File: src/rtl/storage_pkg.sv
// Shared types and constants for the storage loader: write targets, FSM states
// and per-target word sizes.
package storage_pkg;

  localparam int unsigned HDR_BYTES       = 10;
  localparam int unsigned DATA_WORD_BYTES = 6;
  localparam int unsigned CODE_WORD_BYTES = 2;
  localparam int unsigned BCNT_WIDTH      = 4;

  typedef enum logic [1:0] {
    TGT_CODE   = 2'd0,
    TGT_INPUT  = 2'd1,
    TGT_LABEL  = 2'd2,
    TGT_WEIGHT = 2'd3
  } target_e;

  typedef enum logic [1:0] {
    ST_IDLE  = 2'd0,
    ST_HDR   = 2'd1,
    ST_DATA  = 2'd2,
    ST_WRITE = 2'd3
  } state_e;

  // Payload bytes per word for a given target.
  function automatic logic [BCNT_WIDTH-1:0] word_bytes(input target_e tgt);
    return (tgt == TGT_CODE) ? BCNT_WIDTH'(CODE_WORD_BYTES) : BCNT_WIDTH'(DATA_WORD_BYTES);
  endfunction

endpackage

File: src/rtl/byte_shift_assembler.sv
// Big-endian byte-to-word shift register with byte counter; flags the byte that
// completes a word of 'len' bytes and exposes the word including that byte.
module byte_shift_assembler
  import storage_pkg::*;
#(
  parameter int unsigned WORD_WIDTH = 48
) (
  input  logic                  clk,
  input  logic                  rst_n,
  input  logic                  clear,
  input  logic                  shift_en,
  input  logic [7:0]            byte_in,
  input  logic [BCNT_WIDTH-1:0] len,
  output logic [BCNT_WIDTH-1:0] count,
  output logic [WORD_WIDTH-1:0] word_next_c,
  output logic                  complete_c
);

  // Only the bytes that can still reach the output window are kept.
  logic [WORD_WIDTH-9:0] word_q;

  assign word_next_c = {word_q, byte_in};
  assign complete_c  = shift_en && (count == BCNT_WIDTH'(len - BCNT_WIDTH'(1)));

  always_ff @(posedge clk) begin
    if (!rst_n) begin
      word_q <= '0;
      count  <= '0;
    end else if (clear) begin
      word_q <= '0;
      count  <= '0;
    end else if (shift_en) begin
      word_q <= complete_c ? '0 : word_next_c[WORD_WIDTH-9:0];
      count  <= complete_c ? '0 : BCNT_WIDTH'(count + BCNT_WIDTH'(1));
    end
  end

endmodule

File: src/rtl/storage_loader.sv
// Host byte-stream packet parser producing single-cycle storage write strobes
// with auto-incrementing row index.
module storage_loader
  import storage_pkg::*;
#(
  parameter int unsigned DATA_WIDTH  = 48,
  parameter int unsigned INDEX_WIDTH = 32,
  parameter int unsigned CODE_WIDTH  = 12,
  parameter int unsigned COUNT_WIDTH = 16
) (
  input  logic                   clk_clk,
  input  logic                   reset_reset_n,
  input  logic [7:0]             in_data,
  input  logic                   in_valid,
  output logic                   in_ready,
  output logic [INDEX_WIDTH-1:0] wr_layer_index,
  output logic [INDEX_WIDTH-1:0] wr_row_index,
  output logic [DATA_WIDTH-1:0]  wr_data,
  output logic                   code_is_write,
  output logic                   input_is_write,
  output logic                   label_is_write,
  output logic                   weight_is_write,
  output logic                   locator_reset,
  output logic                   busy,
  output logic                   done,
  output logic                   err
);

  state_e                  state_q, state_d;
  target_e                 target_q, target_d;
  logic [INDEX_WIDTH-1:0]  layer_q, layer_d;
  logic [INDEX_WIDTH-1:0]  row_q, row_d;
  logic [COUNT_WIDTH-1:0]  remain_q, remain_d;
  logic [INDEX_WIDTH-1:0]  wr_layer_d, wr_row_d;
  logic [DATA_WIDTH-1:0]   wr_data_d;
  logic                    code_d, input_d, label_d, weight_d;
  logic                    locator_d, done_d, err_d;

  logic                    take;
  logic                    asm_shift;
  logic                    asm_clear;
  logic [BCNT_WIDTH-1:0]   asm_len;
  logic [BCNT_WIDTH-1:0]   asm_count;
  logic [DATA_WIDTH-1:0]   asm_word;
  logic                    asm_done;

  // Ready is a pure state decode, forced low while reset is held.
  assign in_ready  = reset_reset_n && (state_q != ST_WRITE);
  assign take      = in_valid && in_ready;
  assign asm_shift = take && ((state_q == ST_HDR) || (state_q == ST_DATA));
  assign asm_clear = take && (state_q == ST_IDLE);
  assign asm_len   = (state_q == ST_HDR) ? BCNT_WIDTH'(HDR_BYTES) : word_bytes(target_q);

  byte_shift_assembler #(
    .WORD_WIDTH (DATA_WIDTH)
  ) u_asm (
    .clk         (clk_clk),
    .rst_n       (reset_reset_n),
    .clear       (asm_clear),
    .shift_en    (asm_shift),
    .byte_in     (in_data),
    .len         (asm_len),
    .count       (asm_count),
    .word_next_c (asm_word),
    .complete_c  (asm_done)
  );

  always_comb begin
    state_d    = state_q;
    target_d   = target_q;
    layer_d    = layer_q;
    row_d      = row_q;
    remain_d   = remain_q;
    wr_layer_d = wr_layer_index;
    wr_row_d   = wr_row_index;
    wr_data_d  = wr_data;
    code_d     = 1'b0;
    input_d    = 1'b0;
    label_d    = 1'b0;
    weight_d   = 1'b0;
    locator_d  = 1'b0;
    done_d     = 1'b0;
    err_d      = 1'b0;

    unique case (state_q)
      ST_IDLE: begin
        if (take) begin
          if (in_data <= 8'd3) begin
            target_d  = target_e'(in_data[1:0]);
            locator_d = 1'b1;
            state_d   = ST_HDR;
          end else begin
            err_d = 1'b1;
          end
        end
      end

      ST_HDR: begin
        // Layer bytes have left the window by header end, so grab them after byte 4.
        if (asm_shift && (asm_count == BCNT_WIDTH'(3))) begin
          layer_d = asm_word[INDEX_WIDTH-1:0];
        end
        if (asm_done) begin
          row_d    = asm_word[INDEX_WIDTH+COUNT_WIDTH-1:COUNT_WIDTH];
          remain_d = asm_word[COUNT_WIDTH-1:0];
          if (asm_word[COUNT_WIDTH-1:0] == '0) begin
            done_d  = 1'b1;
            state_d = ST_IDLE;
          end else begin
            state_d = ST_DATA;
          end
        end
      end

      ST_DATA: begin
        if (asm_done) begin
          wr_layer_d = layer_q;
          wr_row_d   = row_q;
          wr_data_d  = (target_q == TGT_CODE) ? DATA_WIDTH'(asm_word[CODE_WIDTH-1:0]) : asm_word;
          code_d     = (target_q == TGT_CODE);
          input_d    = (target_q == TGT_INPUT);
          label_d    = (target_q == TGT_LABEL);
          weight_d   = (target_q == TGT_WEIGHT);
          state_d    = ST_WRITE;
        end
      end

      ST_WRITE: begin
        row_d    = INDEX_WIDTH'(row_q + INDEX_WIDTH'(1));
        remain_d = COUNT_WIDTH'(remain_q - COUNT_WIDTH'(1));
        if (remain_q == COUNT_WIDTH'(1)) begin
          done_d  = 1'b1;
          state_d = ST_IDLE;
        end else begin
          state_d = ST_DATA;
        end
      end

      default: state_d = ST_IDLE;
    endcase
  end

  always_ff @(posedge clk_clk) begin
    if (!reset_reset_n) begin
      state_q         <= ST_IDLE;
      target_q        <= TGT_CODE;
      layer_q         <= '0;
      row_q           <= '0;
      remain_q        <= '0;
      wr_layer_index  <= '0;
      wr_row_index    <= '0;
      wr_data         <= '0;
      code_is_write   <= 1'b0;
      input_is_write  <= 1'b0;
      label_is_write  <= 1'b0;
      weight_is_write <= 1'b0;
      locator_reset   <= 1'b0;
      busy            <= 1'b0;
      done            <= 1'b0;
      err             <= 1'b0;
    end else begin
      state_q         <= state_d;
      target_q        <= target_d;
      layer_q         <= layer_d;
      row_q           <= row_d;
      remain_q        <= remain_d;
      wr_layer_index  <= wr_layer_d;
      wr_row_index    <= wr_row_d;
      wr_data         <= wr_data_d;
      code_is_write   <= code_d;
      input_is_write  <= input_d;
      label_is_write  <= label_d;
      weight_is_write <= weight_d;
      locator_reset   <= locator_d;
      busy            <= (state_d != ST_IDLE);
      done            <= done_d;
      err             <= err_d;
    end
  end

endmodule
File: config.mk
export PLATFORM = sky130hd
export DESIGN_NAME = storage_loader
export DESIGN_NICKNAME = d
export VERILOG_FILES = /design/src/rtl/storage_pkg.sv /design/src/rtl/byte_shift_assembler.sv /design/src/rtl/storage_loader.sv
export SDC_FILE = /design/constraint.sdc
export NUM_CORES = 1
export LEC_CHECK = 0
export CAP_MARGIN = 40
export CORE_ASPECT_RATIO = 1.2
export CORE_UTILIZATION = 45
export DETAILED_ROUTE_END_ITERATION = 10
export HOLD_SLACK_MARGIN = 0.06
export PLACE_DENSITY = 0.74
export SYNTH_ARGS = -nofsm -noshare
export SYNTH_HDL_FRONTEND = slang
export SYNTH_SLANG_ARGS = --single-unit
File: constraint.sdc
create_clock -name clk_clk -period 2.8 [get_ports clk_clk]
set_clock_uncertainty 0.05 [all_clocks]
set_input_delay 0.56 -clock clk_clk [delete_from_list [all_inputs] [get_ports clk_clk]]
set_output_delay 0.56 -clock clk_clk [all_outputs]
set_load 0.1 [all_outputs]
# Word-level counts from Yosys, hierarchy flattened
# Cells that the tools add are included.
# W data, S select, Z words.
# totals
input_bits,11
word_cells,76
ff_bits,248
# classes
magnitude_cmp,1
bitwise,1
mux,22
addsub,4
reduce_logical,19
n_eq_ne,11
# op_table
op,n
$pmux W32 S2,1
$mux W48,1
$mux W40,1
$add A32 B1 Y32 const B,1
$mux W32,1
$pmux W16 S2,1
$eq A16 B1 Y1 const B,1
$logic_not A16 Y1,1
$mux W16,1
$sub A16 B1 Y16 const B,1
$mux W2,6
$reduce_and A3 Y1,3
$eq A2 B2 Y1 const B,4
$le A8 B2 Y1 const B,1
$mux W4,2
$pmux W2 S4,1
$logic_and A1 B1 Y1,6
$reduce_and A2 Y1,3
$mux W1,5
$add A4 B1 Y4 const B,1
$eq A2 B1 Y1 const B,2
$eq A4 B2 Y1 const B,1
$eq A4 B4 Y1,1
$logic_not A2 Y1,2
other kinds (9),10

# Logic depth before layout (Yosys ltp)
# depth
word_depth,9
depth_mapped,11
mapped_depth_nobuf,8

# By module
# A second synthesis with hierarchy kept.
# unflattened
cells_unflattened,1219
area_unflattened_um2,10116.0
# modules_own_cells
mod,area_each_um2,n_inst,cells_each,seq_area_each_um2
storage_loader,8567.0,1,1092,4083.9
byte_shift_assembler,1549.0,1,127,880.8

# Least setup slack after synthesis
# No wires, ideal clock.
# synth_timing
kind,reg2out
from,register state_q[0]
to,output in_ready
n_path_buf,3
t_arrival_ns,2.310
path_slack_ns,-0.120
stages_incl_launch_ff,6
path_cell_list,dfxtp_1 > ha_1 > buf_2 > clkbuf_1 > buf_2 > nor2_1
# synth_between
elab_chain_cells,2
# synth_rtl
item,line,source
start: declaration,storage_loader.sv:29,"state_e state_q, state_d;"
start signal: assignment,storage_loader.sv:162,state_q <= state_d;
$ne A2 B2 Y1,storage_loader.sv:48,assign in_ready = reset_reset_n && (state_q != ST_WRITE);
$logic_and A1 B1 Y1,storage_loader.sv:48,
end: declaration,storage_loader.sv:15,"output logic in_ready,"
# No other way between the ends.

# Final worst setup path
# layout_timing
from,register state_q[1]
to,register row_q[18]
# layout_between
elab_chain_cells,7
# layout_rtl
item,line,source
$eq A2 B1 Y1 / $ne A2 B2 Y1 (equally long branches),-,
$mux W4 / $logic_and A1 B1 Y1 (equally long branches),"storage_loader.sv:52, storage_loader.sv:48",
$sub A4 B1 Y4 / $logic_and A1 B1 Y1 (equally long branches),"byte_shift_assembler.sv:23, storage_loader.sv:49",
$eq A4 B4 Y1 / $logic_and A1 B1 Y1 (equally long branches),"byte_shift_assembler.sv:23, storage_loader.sv:50",
$logic_and A1 B1 Y1,byte_shift_assembler.sv:23,assign complete_c = shift_en && (count == BCNT_WIDTH'(len - BCNT_WIDTH'(1)));
$ne A2 B1 Y1 (no source line),-,
$reduce_and A2 Y1 (no source line),-,
end signal: assignment,storage_loader.sv:165,row_q <= row_d;
end: declaration,storage_loader.sv:32,"logic [INDEX_WIDTH-1:0] row_q, row_d;"
# Parallel ways exist; a longest one is shown, timed or not.
# A chain may end at the register's enable or synchronous reset.

==> reports/results.tsv <==
stage	metric	value	unit
detailed_routing	post-detailed-route wirelength per cell	16.58	um
floorplanning	Initial Util	45.74	%
worst_setup_path	critical path endpoint	row_q[18]	
hold_path	worst hold path type	register to register	
logic_synthesis	post-synth cell types	58	
final_layout	Nets	1435	
timing	Tmin final	2.596	ns
power	largest vdd supply drop	395.2	uV
logic_synthesis	Mapped Area	0.01023	mm^2
power	leakage dissipation	4.620	nW
global_route	gr ovfl total	0	
cts	Setup Fix Bufs, Post-CTS	0	
floorplanning	Die X	139.7	um
detailed_routing	Iteration-0 DRC Markers	779	
worst_setup_path	Worst Setup End Kind	register	
global_route	number of global-route vias before repair	8809	
logic_synthesis	syn_nets	1341	
detailed_routing	DRC Markers	0	
worst_setup_path	RR Startpoint	state_q[1]	
final_layout	fraction of layout cells with a size suffix above 1	15.23	%
logic_synthesis	synthesized flop and latch total	248	
worst_setup_path	reg-to-reg slack, setup	0.20	ns
worst_setup_path	FF-to-FF path depth	9	
detailed_routing	antenna viol nets, final	0	
logic_synthesis	register area share after synthesis	48.51	%
floorplanning	chip height	167.2	um
timing	# setup viols final	0	
timing	hold_ws	0.3960	ns
timing	final hold vios	0	
worst_setup_path	CP startpoint	state_q[1]	
global_route	largest net degree at the start of global routing	148	
detailed_routing	drt first pass iters	6	
cts	Post-CTS Hold Buffers	0	
cts	clk root buf	clkbuf_16	
place	I/O Buffers	131	
place	Final HPWL DP	18590	um
worst_setup_path	CP Data Required Time	3.15	ns
logic_synthesis	Post-synth ARST share	0	%
hold_path	Hold Startpoint	wr_data[30]	
worst_setup_path	critical path launch point type	register	
logic_synthesis	YS warnings	0	
floorplanning	I/O pin count	132	
global_route	first-pass GRT wire length	45550	um
global_route	GRT Total Usage	23.79	%
detailed_routing	Vias/cell	5.631	
cts	Clock Sinks	248	
floorplanning	row count	60	
cts	Post-CTS Resized	0	
logic_synthesis	syn_area_per_cell	7.759	um^2
timing	pins over their slew limit	0	
place	GPL Wtd Cong	0.8973	
timing	TNS Setup	0	ns
final_layout	Fillers	2066	
final_layout	area growth from synthesis to layout	20.97	%
timing	Tcrit/Tclk final	92.72	%
logic_synthesis	Synth Instances	1319	
cts	CTS tree	done	
timing	RSZ-0062 raised after global routing	no	
floorplanning	core area	0.02237	mm^2
worst_setup_path	crit-path max FO	29	
detailed_routing	DR vias	9629	
cts	Skew-Pair Late Insertion Delay	0.52	ns
status	status	finished clean	
timing	worst rel slew slack	54.58	%
logic_synthesis	number of synthesized flops with an enable pin	0	
worst_setup_path	Crit Path Class	register to register	
cts	clk buf depth	3	
floorplanning	full die area	0.02335	mm^2
cts	H-tree Lvls	1	
flow_run	Max-Cap Viols	0	
final_layout	Diodes inserted	0	
cts	clock transition at the registers of the reported paths	0.06	ns
detailed_routing	Routed WL	28350	um
power	Power Density	570.3	mW/mm^2
global_route	initial antenna violation count	0	
worst_setup_path	CP arrival	2.95	ns
worst_setup_path	RR Endpoint	row_q[18]	
timing	Fmax achieved	385.2	MHz
timing	Worst Max-Slew Pin Slew	0.6813	ns
cts	CTS buffer count	24	
logic_synthesis	ys flop type	dfxtp_1	
[worst min-delay path by stage]
stage                              to  slack, ns  cells past startpoint
after global placement    wr_data[22]       0.39                      2
after detailed placement  wr_data[22]       0.39                      2
after CTS                 wr_data[22]       0.40                      2
final                     wr_data[30]       0.40                      2
after global routing       wr_data[5]       0.41                      2
after floorplan            layer_q[0]       0.39                      2
[metrics by stage]
step / util, % / setup WS (ns) / cell area, um^2 / std cells / power (mW)
5_1_grt: 55.34 / 0.04940 / 12380 / 1710 / 7.265
6_report: 55.34 / 0.2039 / 12380 / 1710 / 7.060
3_3_place_gp: 51.74 / 0.2127 / 11570 / 1666 / 3.841
2_1_floorplan: - / 0.3399 / 10240 / 1319 / 3.755
4_1_cts: 55.34 / 0.2374 / 12380 / 1710 / 7.104
3_5_place_dp: 51.74 / 0.1510 / 11570 / 1666 / 3.841
[cells in the mapped netlist, drive strengths merged (6+ instances only)]
cell type / instances / area [um^2]
or4: 6 / 46.30
nor2: 54 / 202.7
a22oi: 7 / 52.55
and3: 6 / 37.54
a211oi: 9 / 67.56
a41oi: 8 / 70.07
a21o: 6 / 45.04
a31oi: 6 / 37.54
buf: 34 / 177.7
nor3: 21 / 105.1
nand2: 381 / 1430
a21oi: 196 / 984.7
nor4: 11 / 90.08
nor2b: 7 / 43.79
ha: 11 / 137.6
nand4: 10 / 83.83
o21ai: 34 / 170.2
nand3: 96 / 480.5
o21a: 6 / 45.04
clkbuf: 64 / 240.2
o22ai: 10 / 62.56
inv: 17 / 63.81
dfxtp: 248 / 4965
[metal layers]
| layer | track usage (%) | up-vias | wire, um |
|---|---|---|---|
| met3 | 3.460 | 74 | 1659 |
| met5 | 0 | - | 0 |
| met1 | 30.59 | 4529 | 12150 |
| met2 | 39.35 | 331 | 13350 |
| li1 | - | 4695 | - |
| met4 | 11.23 | 0 | 1191 |
[critical path: stages, from the launching register on]
cell,delay (ns)
dfxtp_1,0.42
inv_1,0.12
ha_1,0.22
o21bai_2,0.22
xor2_1,0.18
buf_4,0.18
a21boi_2,0.48
buf_12,0.25
a21oi_1,0.06
o221a_2,0.28
[cells in the final DEF (no fill, tap or decap), types with 5 or more instances in the layout]
cell	instances
clkbuf_1	10
o21ai_0	34
inv_1	16
mux2i_1	5
a31oi_1	6
clkdlybuf4s50_1	9
buf_12	8
nor3_1	21
nand3_1	96
clkbuf_16	25
a21o_1	6
dfxtp_1	248
a41oi_1	8
or4_1	5
o22ai_1	10
buf_4	148
o211ai_1	5
a21oi_1	195
clkbuf_8	5
ha_1	10
o21a_1	6
nand2_1	380
nor4_1	9
o221a_2	5
a211oi_1	9
nor2_1	53
or3_1	5
nor2b_1	7
o2bb2ai_1	5
a22oi_1	7
nand4_1	8
and3_1	6
[logic make-up (layout without fill, tap and decap cells)]
kind of cell	Yosys count	count (layout)	share of synthesized area, %
AND/OR/NAND/NOR	622	622	26.79
flip-flops	248	248	48.51
XOR/XNOR	5	5	0.4280
adder cells (fa/ha/maj)	11	11	1.345
AO/OA/AOI/OAI	310	310	17.40
multiplexers	8	8	0.8192
buffers and inverters	115	227	4.707
[sequential cells by signal (all words and copies together) (netlist names), 2 cells and up]
name            cells
wr_row_index       32
remain_q           16
wr_data            48
wr_layer_index     32
u_asm.word_q       40
u_asm.count         4
layer_q            32
target_q            2
state_q             2
row_q              32
[layout make-up]
cell class	count	area [um^2]	area share, %
multi-input cells	956	4828	39.00
clock buffers	40	732.0	5.913
inverters	17	66.31	0.5357
flip-flops and latches	248	4965	40.11
well taps	279	349.1	2.820
repair buffers	166	1366	11.04
clock inverters	4	72.57	0.5862
[power breakdown]
| part | switching, mW | total (mW) | leakage [nW] | internal [mW] |
|---|---|---|---|---|
| Clock | 1.33 | 3.29 | 0.388 | 1.96 |
| Sequential | 0.00982 | 3.54 | 2.00 | 3.53 |
| Combinational | 0.162 | 0.221 | 2.23 | 0.0589 |
| Total | 1.51 | 7.06 | 4.62 | 5.55 |
(Power assumes the default switching activity.)
